### src/rtl/lmd_align_if.sv
// Load-memory-data request/response bundle between control, data memory and the align unit.
// Ports: lmd/size/sext/addr_lo request, mem_rdata/mem_ready memory side,
//        d_out/valid/busy/err_align/err_timeout results back to the datapath and control FSM.
interface lmd_align_if #(
  parameter int DATA_W = 32
);
  localparam int OFF_W = $clog2(DATA_W / 8);

  logic              lmd;
  logic [1:0]        size;
  logic              sext;
  logic [OFF_W-1:0]  addr_lo;
  logic [DATA_W-1:0] mem_rdata;
  logic              mem_ready;
  logic [DATA_W-1:0] d_out;
  logic              valid;
  logic              busy;
  logic              err_align;
  logic              err_timeout;

  // Requester side: control FSM plus data memory.
  modport master (
    output lmd, size, sext, addr_lo, mem_rdata, mem_ready,
    input  d_out, valid, busy, err_align, err_timeout
  );

  // The align unit itself.
  modport slave (
    input  lmd, size, sext, addr_lo, mem_rdata, mem_ready,
    output d_out, valid, busy, err_align, err_timeout
  );
endinterface

### src/rtl/lmd_align_unit.sv
// Load-memory-data register: waits (bounded) for memory, selects the addressed lane, extends it.
// Ports: clk, rst_n (sync, active-low), bus (lmd_align_if.slave) carrying request, memory
//        read data/ready and the held d_out plus valid/busy/err_align/err_timeout flags.
module lmd_align_unit #(
  parameter int DATA_W     = 32,
  parameter int BIG_ENDIAN = 0,
  parameter int MAX_WAIT   = 8
) (
  input  logic        clk,
  input  logic        rst_n,
  lmd_align_if.slave  bus
);
  localparam int OFF_W = $clog2(DATA_W / 8);
  localparam int CW    = $clog2(MAX_WAIT + 1);

  typedef enum logic {S_IDLE, S_WAIT} state_t;

  state_t            state, state_n;
  logic [CW-1:0]     cnt, cnt_n;
  logic [1:0]        r_size, r_size_n;
  logic              r_sext, r_sext_n;
  logic [OFF_W-1:0]  r_off, r_off_n;
  logic [DATA_W-1:0] d_out_q, d_out_n;
  logic              valid_q, valid_n;
  logic              err_align_q, err_align_n;
  logic              err_to_q, err_to_n;

  // Request legality: offset must be a multiple of the access size, and a
  // doubleword only exists on a 64-bit datapath.
  logic [OFF_W-1:0]  off_mask;
  logic              size_ok;
  logic              legal;

  always_comb begin
    off_mask = OFF_W'((4'd1 << bus.size) - 4'd1);
    size_ok  = !((bus.size == 2'b11) && (DATA_W == 32));
    legal    = size_ok && ((bus.addr_lo & off_mask) == '0);
  end

  // Lane select and extension from the latched request.
  // sh_fld = number of bits above the field once it is right-justified.
  // Little-endian shifts right by the byte position; big-endian puts byte 0
  // at the top, so the field sits sh_fld - 8*offset bits above bit 0.
  logic [7:0]        sh_fld, byte_pos, sh_off;
  logic [DATA_W-1:0] shifted, fmask, ext;
  logic              msb;

  always_comb begin
    sh_fld   = 8'(DATA_W) - (8'd8 << r_size);
    byte_pos = 8'({r_off, 3'b000});
    sh_off   = (BIG_ENDIAN != 0) ? (sh_fld - byte_pos) : byte_pos;
    shifted  = bus.mem_rdata >> sh_off;
    fmask    = {DATA_W{1'b1}} >> sh_fld;
    // fmask ^ (fmask >> 1) is a one-hot at the field MSB; for a full-width
    // field ~fmask is zero so sext has no effect.
    msb      = |(shifted & (fmask ^ (fmask >> 1)));
    ext      = (shifted & fmask) | ((r_sext && msb) ? ~fmask : '0);
  end

  always_comb begin
    state_n     = state;
    cnt_n       = cnt;
    r_size_n    = r_size;
    r_sext_n    = r_sext;
    r_off_n     = r_off;
    d_out_n     = d_out_q;
    valid_n     = 1'b0;
    err_align_n = 1'b0;
    err_to_n    = 1'b0;
    case (state)
      S_IDLE: begin
        if (bus.lmd) begin
          if (legal) begin
            r_size_n = bus.size;
            r_sext_n = bus.sext;
            r_off_n  = bus.addr_lo;
            cnt_n    = '0;
            state_n  = S_WAIT;
          end else begin
            err_align_n = 1'b1;
          end
        end
      end
      S_WAIT: begin
        // A ready on the last allowed cycle still wins over the timeout.
        if (bus.mem_ready) begin
          d_out_n = ext;
          valid_n = 1'b1;
          state_n = S_IDLE;
        end else begin
          cnt_n = cnt + 1'b1;
          if (cnt == CW'(MAX_WAIT - 1)) begin
            err_to_n = 1'b1;
            state_n  = S_IDLE;
          end
        end
      end
      default: state_n = S_IDLE;
    endcase
  end

  always_ff @(posedge clk) begin
    if (!rst_n) begin
      state       <= S_IDLE;
      cnt         <= '0;
      r_size      <= '0;
      r_sext      <= 1'b0;
      r_off       <= '0;
      d_out_q     <= '0;
      valid_q     <= 1'b0;
      err_align_q <= 1'b0;
      err_to_q    <= 1'b0;
    end else begin
      state       <= state_n;
      cnt         <= cnt_n;
      r_size      <= r_size_n;
      r_sext      <= r_sext_n;
      r_off       <= r_off_n;
      d_out_q     <= d_out_n;
      valid_q     <= valid_n;
      err_align_q <= err_align_n;
      err_to_q    <= err_to_n;
    end
  end

  assign bus.d_out       = d_out_q;
  assign bus.valid       = valid_q;
  assign bus.busy        = (state == S_WAIT);
  assign bus.err_align   = err_align_q;
  assign bus.err_timeout = err_to_q;
endmodule

### src/flat_wrapper.sv
// flat-port wrapper written by rule: the top's interface ports become plain ports
module lmd_align_unit_flat 
#(
  parameter int DATA_W     = 32,
  parameter int BIG_ENDIAN = 0,
  parameter int MAX_WAIT   = 8
)
  (clk, rst_n, bus_lmd, bus_size, bus_sext, bus_addr_lo, bus_mem_rdata, bus_mem_ready, bus_d_out, bus_valid, bus_busy, bus_err_align, bus_err_timeout);
  lmd_align_if #(.DATA_W(DATA_W)) bus_i ();
  input  logic clk;
  input  logic rst_n;
  input wire logic [$bits(bus_i.lmd)-1:0] bus_lmd;
  input wire logic [$bits(bus_i.size)-1:0] bus_size;
  input wire logic [$bits(bus_i.sext)-1:0] bus_sext;
  input wire logic [$bits(bus_i.addr_lo)-1:0] bus_addr_lo;
  input wire logic [$bits(bus_i.mem_rdata)-1:0] bus_mem_rdata;
  input wire logic [$bits(bus_i.mem_ready)-1:0] bus_mem_ready;
  output wire logic [$bits(bus_i.d_out)-1:0] bus_d_out;
  output wire logic [$bits(bus_i.valid)-1:0] bus_valid;
  output wire logic [$bits(bus_i.busy)-1:0] bus_busy;
  output wire logic [$bits(bus_i.err_align)-1:0] bus_err_align;
  output wire logic [$bits(bus_i.err_timeout)-1:0] bus_err_timeout;
  assign bus_i.lmd = bus_lmd;
  assign bus_i.size = bus_size;
  assign bus_i.sext = bus_sext;
  assign bus_i.addr_lo = bus_addr_lo;
  assign bus_i.mem_rdata = bus_mem_rdata;
  assign bus_i.mem_ready = bus_mem_ready;
  assign bus_d_out = bus_i.d_out;
  assign bus_valid = bus_i.valid;
  assign bus_busy = bus_i.busy;
  assign bus_err_align = bus_i.err_align;
  assign bus_err_timeout = bus_i.err_timeout;
  lmd_align_unit #(.DATA_W(DATA_W), .BIG_ENDIAN(BIG_ENDIAN), .MAX_WAIT(MAX_WAIT)) u_core (.clk(clk), .rst_n(rst_n), .bus(bus_i));
endmodule
### config.mk
export PLATFORM = sky130hd
export DESIGN_NAME = lmd_align_unit_flat
export DESIGN_NICKNAME = d
export VERILOG_FILES = /design/src/rtl/lmd_align_if.sv /design/src/rtl/lmd_align_unit.sv /design/src/flat_wrapper.sv
export SDC_FILE = /design/constraint.sdc
export NUM_CORES = 1
export LEC_CHECK = 0
export ABC_AREA = 1
export ABC_CLOCK_PERIOD_IN_PS = 2650
export CAP_MARGIN = 20
export CORE_MARGIN = 2
export CORE_UTILIZATION = 38
export DETAILED_ROUTE_END_ITERATION = 12
export GPL_ROUTABILITY_DRIVEN = 0
export GPL_TIMING_DRIVEN = 0
export PLACE_DENSITY = 0.7
export SLEW_MARGIN = 25
export SYNTH_ARGS = -nofsm -noshare
export SYNTH_HDL_FRONTEND = slang
export SYNTH_SLANG_ARGS = --single-unit
export TNS_END_PERCENT = 1
### constraint.sdc
create_clock -name clk -period 2.65 [get_ports clk]
set_input_delay 0.53 -clock clk [delete_from_list [all_inputs] [get_ports clk]]
set_output_delay 0.53 -clock clk [all_outputs]
set_load 0.1 [all_outputs]
# ---- Word-level counts from Yosys, hierarchy flattened
# Cells that the tools add are included.
dict set report word_totals {
  regBits 45
  in_bits 41
  output_inout_bits 36
  word_cells 54
}
dict set report op_classes {
  add_sub_neg 3
  eq_ne 5
  n_shift 4
  mux 13
  bitwise 9
  reduce_logical 11
}
# op count
set ops {}
lappend ops {{$and A32 B32 Y32} 2}
lappend ops {{$mux W32} 1}
lappend ops {{$not A32 Y32} 1}
lappend ops {{$or A32 B32 Y32} 1}
lappend ops {{$reduce_or A32 Y1} 1}
lappend ops {{$shr A32 B5 Y32} 1}
lappend ops {{$shr A32 B8 Y32 const A} 1}
lappend ops {{$xor A32 B31 Y32} 1}
lappend ops {{$mux W4} 3}
lappend ops {{$pmux W4 S2} 1}
lappend ops {{$shl A4 B2 Y8 const A} 1}
lappend ops {{$sub A6 B8 Y8 const A} 1}
lappend ops {{$mux W1} 7}
lappend ops {{$reduce_and A3 Y1} 2}
lappend ops {{$reduce_or A3 Y1} 2}
lappend ops {{$add A4 B1 Y4 const B} 1}
lappend ops {{$eq A4 B3 Y1 const B} 1}
lappend ops {{$ne A2 B2 Y1 const B} 2}
lappend ops {{$reduce_and A2 Y1} 2}
lappend ops {{$not A1 Y1} 3}
lappend ops {{$and A2 B2 Y2} 1}
lappend ops {{$eq A2 B2 Y1 const B} 1}
lappend ops {{$logic_and A1 B1 Y1} 2}
lappend ops {{$logic_not A2 Y1} 1}
lappend ops {{other kinds (5)} 5}

# ---- Depth between registers and ports, before layout
dict set report logic_depth {
  depth_word 9
  mapped_depth 9
}

# ---- Worst setup path after synthesis
# No wires, ideal clock.
dict set report synth_path {
  kind {register -> register}
  from {register u_core.state (netlist: u_core.bus.busy)}
  to {register u_core.d_out_q[0] (netlist: u_core.bus.d_out[0])}
  setup_ns 0.069
  arrival_ns 1.957
  setup_slack_ns 0.624
  stages_incl_launch_ff 6
  n_path_buf 1
  period_less_slack_ns 2.026
  cell_sequence {dfxtp_1 nand2_1 inv_1 clkbuf_1 o21ai_0 a21oi_2}
}
dict set report synth_via {
  elab_chain_len 1
}
# element line_no
set synth_rtl {}
lappend synth_rtl {{start: declaration} lmd_align_unit.sv:18} ;# state_t state, state_n;
lappend synth_rtl {{start signal: assignment} lmd_align_unit.sv:114} ;# state <= state_n;
lappend synth_rtl {{$reduce_and A2 Y1 (no source line)} n/a}
lappend synth_rtl {{end signal: assignment} lmd_align_unit.sv:119} ;# d_out_q <= d_out_n;
lappend synth_rtl {{end: declaration} lmd_align_unit.sv:23} ;# logic [DATA_W-1:0] d_out_q, d_out_n;
# No other way between the ends.
# A chain may end at the register's enable or synchronous reset.

# ---- Final worst setup path
dict set report layout_path {
  from {register u_core.state (netlist: u_core.bus.busy)}
  to {output bus_busy}
}
# element line_no
set layout_rtl {}
lappend layout_rtl {{end: declaration} flat_wrapper.sv:20} ;# output wire logic [$bits(bus_i.busy)-1:0] bus_busy;
# No word-level cell between the ends.

==> run_results.csv <==
group,metric,value,unit
synthesis,ys_ff_latch,45,
grt,met2_usage,33.92,%
grt,busiest_layer,"met2",
pwr,power,1.847,mW
worst_hold_path,holdPathEnd,"u_core.cnt[0]$_SDFFE_PN0P_",
clock_network,postCtsSetupRepairBufs,0,
synthesis,synth_area,2576,um^2
synthesis,synth_common_cells,"o21ai_0 (62), a21oi_1 (46), nand2_1 (46)",
critical_path,slowest_stage,"clkdlybuf4s50_1",
clock_network,cts_num_sinks,45,
floorplan,die_w,86.34,um
layout,nets,488,
clock_network,cts_resized,0,
grt,grt_pass1_vias,2508,
sta,setup_ws,146.5,ps
routing,vias,2724,
place,place_hpwl,5871,um
clock_network,htree_levels,2,
grt,grt_util_met1,27.60,%
floorplan,io_pins,77,
clock_network,cts_hold_buf,0,
sta,rsz0062_at_grt,"no",
critical_path,path_max_fanout,8,
routing,dr.pass1.iters,4,
synthesis,netlist_instances,359,
place,dpl_cell_area,3427,um^2
routing,dr.first_iter.drc_count,238,
grt,grt_overflow,0,
layout,areaGrowthSynthToFinish,37.54,%
clock_network,cts_buffers,5,
routing,remaining_drc_errors,0,
floorplan,rows,30,
routing,routed_via_density,5.218,
place,portBuffers,75,
floorplan,initial_utilization,38.56,%
floorplan,dieArea,7454,um^2
pwr,p_leak,1.480,nW
critical_path,r2r_cells,9,
place,dp_slack,485.8,ps
pwr,ir_drop,0.0002269,V
layout,fin_util,53.03,%
sta,finalCritPeriodShare,94.47,%
clock_network,clock_latency,310,ps
critical_path,crit_type,"reg -> out",
worst_hold_path,hold_class,"reg -> reg",
synthesis,synth_edf_count,0,
layout,drive_above_1_share,12.90,%
synthesis,syn_avg_cell_area,7.176,um^2
grt,grt_usage,20.64,%
flow_run,cap_violations,0,
clock_network,clock_path_buffers,2,
clock_network,tritoncts,"yes",
critical_path,path_buf_inv,1,
synthesis,yosysMostFrequentCell,"o21ai_0",
floorplan,chipHeight,86.34,um
clock_network,cts-root-buf,"clkbuf_8",
critical_path,regToRegEndpoint,"u_core.bus.d_out[3]$_SDFFE_PN0P_",
sta,skew,8.214,ps
critical_path,critPathLaunch,"u_core.bus.busy$_SDFF_PN0_",
routing,wire_per_inst,14.37,um
sta,setup_violations,0,
synthesis,synthFlopType,"dfxtp_1",
sta,finalHoldViolCount,0,
grt,grt_pass1_wl,12140,um
synthesis,ys_types,28,
grt,grt_max_degree,14,
sta,fin_crit,2503,ps
routing,ant_nets,0,
grt,use_met3,3.333,%
critical_path,endpoint_kind,"output port",
sta,drv_slew,0,
critical_path,regToRegSetupSlack,910,ps
routing,drt_wl_total,7502,um
critical_path,r2r_start,"u_core.r_size[0]$_SDFFE_PN0P_",
critical_path,crit_required,2120,ps
sta,clock.fmax,399.4,MHz
grt,antenna_found_initial,0,
layout,diodes,0,
synthesis,synthArstFlopShare,0,%
synthesis,synth_area_leaders,"dfxtp_1 (35%), o21ai_0 (12%), a21oi_1 (8.9%)",
worst_hold_path,holdPathStages,1,
synthesis,yosysSeqAreaShare,34.97,%
synthesis,synth_top_area_share,34.97,%
critical_path,crit_chain,"clkdlybuf4s50_1",
critical_path,critPathMaxStageDelay,1190,ps
layout,design_area,3543,um^2
pwr,p_per_area,521.3,nW/um^2
outcome,status,"finished, final reports clean",
synthesis,postSynthNetCount,406,
critical_path,arrival,1970,ps
floorplan,core,6681,um^2
clock_network,path_clk_slew,80,ps
sta,worst_slew_pin_slew,980.0,ps
sta,fin_setup_tns,0,ps
critical_path,crit_path_start_kind,"register",
critical_path,crit_family,"buffers and inverters",
synthesis,synth_top_cell_by_area,"dfxtp_1",
worst_hold_path,hp-start,"u_core.cnt[0]$_SDFFE_PN0P_",
sta,relSlewSlack,34.46,%
synthesis,yosysWarnings,0,
worst max path at each step:
stage	end	depth (start not counted)
CTS	bus_busy	1
global route	bus_busy	1
global placement	bus_busy	1
detailed placement	bus_busy	1
finish	bus_busy	1
floorplan	u_core.bus.d_out[0]$_SDFFE_PN0P_	5
power by group:
group | leakage (nW) | internal [mW] | total (mW) | switching, mW
Clock | 0.0585 | 0.308 | 0.544 | 0.236
Combinational | 1.06 | 0.186 | 0.576 | 0.390
Sequential | 0.366 | 0.706 | 0.727 | 0.0216
Total | 1.48 | 1.20 | 1.85 | 0.648
state kept, by name, summed over array words and instances (netlist names):
register / cells
u_core.r_size: 2
u_core.r_sext: 1
u_core.r_off: 2
u_core.bus.valid: 1
u_core.bus.busy: 1
u_core.cnt: 4
u_core.bus.err_align: 1
u_core.bus.err_timeout: 1
u_core.bus.d_out: 32
metrics by stage:
| stage | hold slack [ps] | instances |
|---|---|---|
| 2_1_floorplan | 453.8 | 359 |
| 3_3_place_gp | 475.0 | 514 |
| 3_5_place_dp | 491.4 | 514 |
| 4_1_cts | 505.4 | 522 |
| 5_1_grt | 523.2 | 522 |
| 6_report | 508.1 | 522 |
final cells by class:
type | instances | area [um^2]
fillers | 668 | 3138
multi-input cells | 247 | 1394
flip-flops and latches | 45 | 900.9
repair buffers | 75 | 750.7
inverters | 44 | 165.2
plain buffers | 23 | 116.4
well taps | 80 | 100.1
clock buffers | 7 | 86.33
clock inverters | 1 | 30.03
per-layer routing:
metal	vias up	wire length, um
met3	10	346
met1	1267	3494
li1	1363	-
met2	84	3527
met4	0	134
met5	-	0
cell usage in the layout, fill, tap and decap left out, drive strengths merged:
cell	count
clkbuf	18
ha	6
clkdlybuf4s50	75
nor3	2
xor2	1
bufinv	1
dfxtp	45
inv	44
nor4	1
nor2	25
nand3	17
xnor2	1
buf	12
nand2	48
a21oi	70
o211ai	2
o21ai	66
a31oi	5
or2	1
nand3b	2
cell families after synthesis:
kind of cell               count (synthesis)  share of synthesized area (%)
buffers and inverters                     67                          10.93
AOI/OAI and AO/OA                        143                          31.71
adders and majority gates                  6                          2.914
DFF                                       45                          34.97
and+or+nand+nor                           96                          18.80
xor gates and xnor gates                   2                         0.6801
No activity file was read; power rests on OpenSTA's default activity.
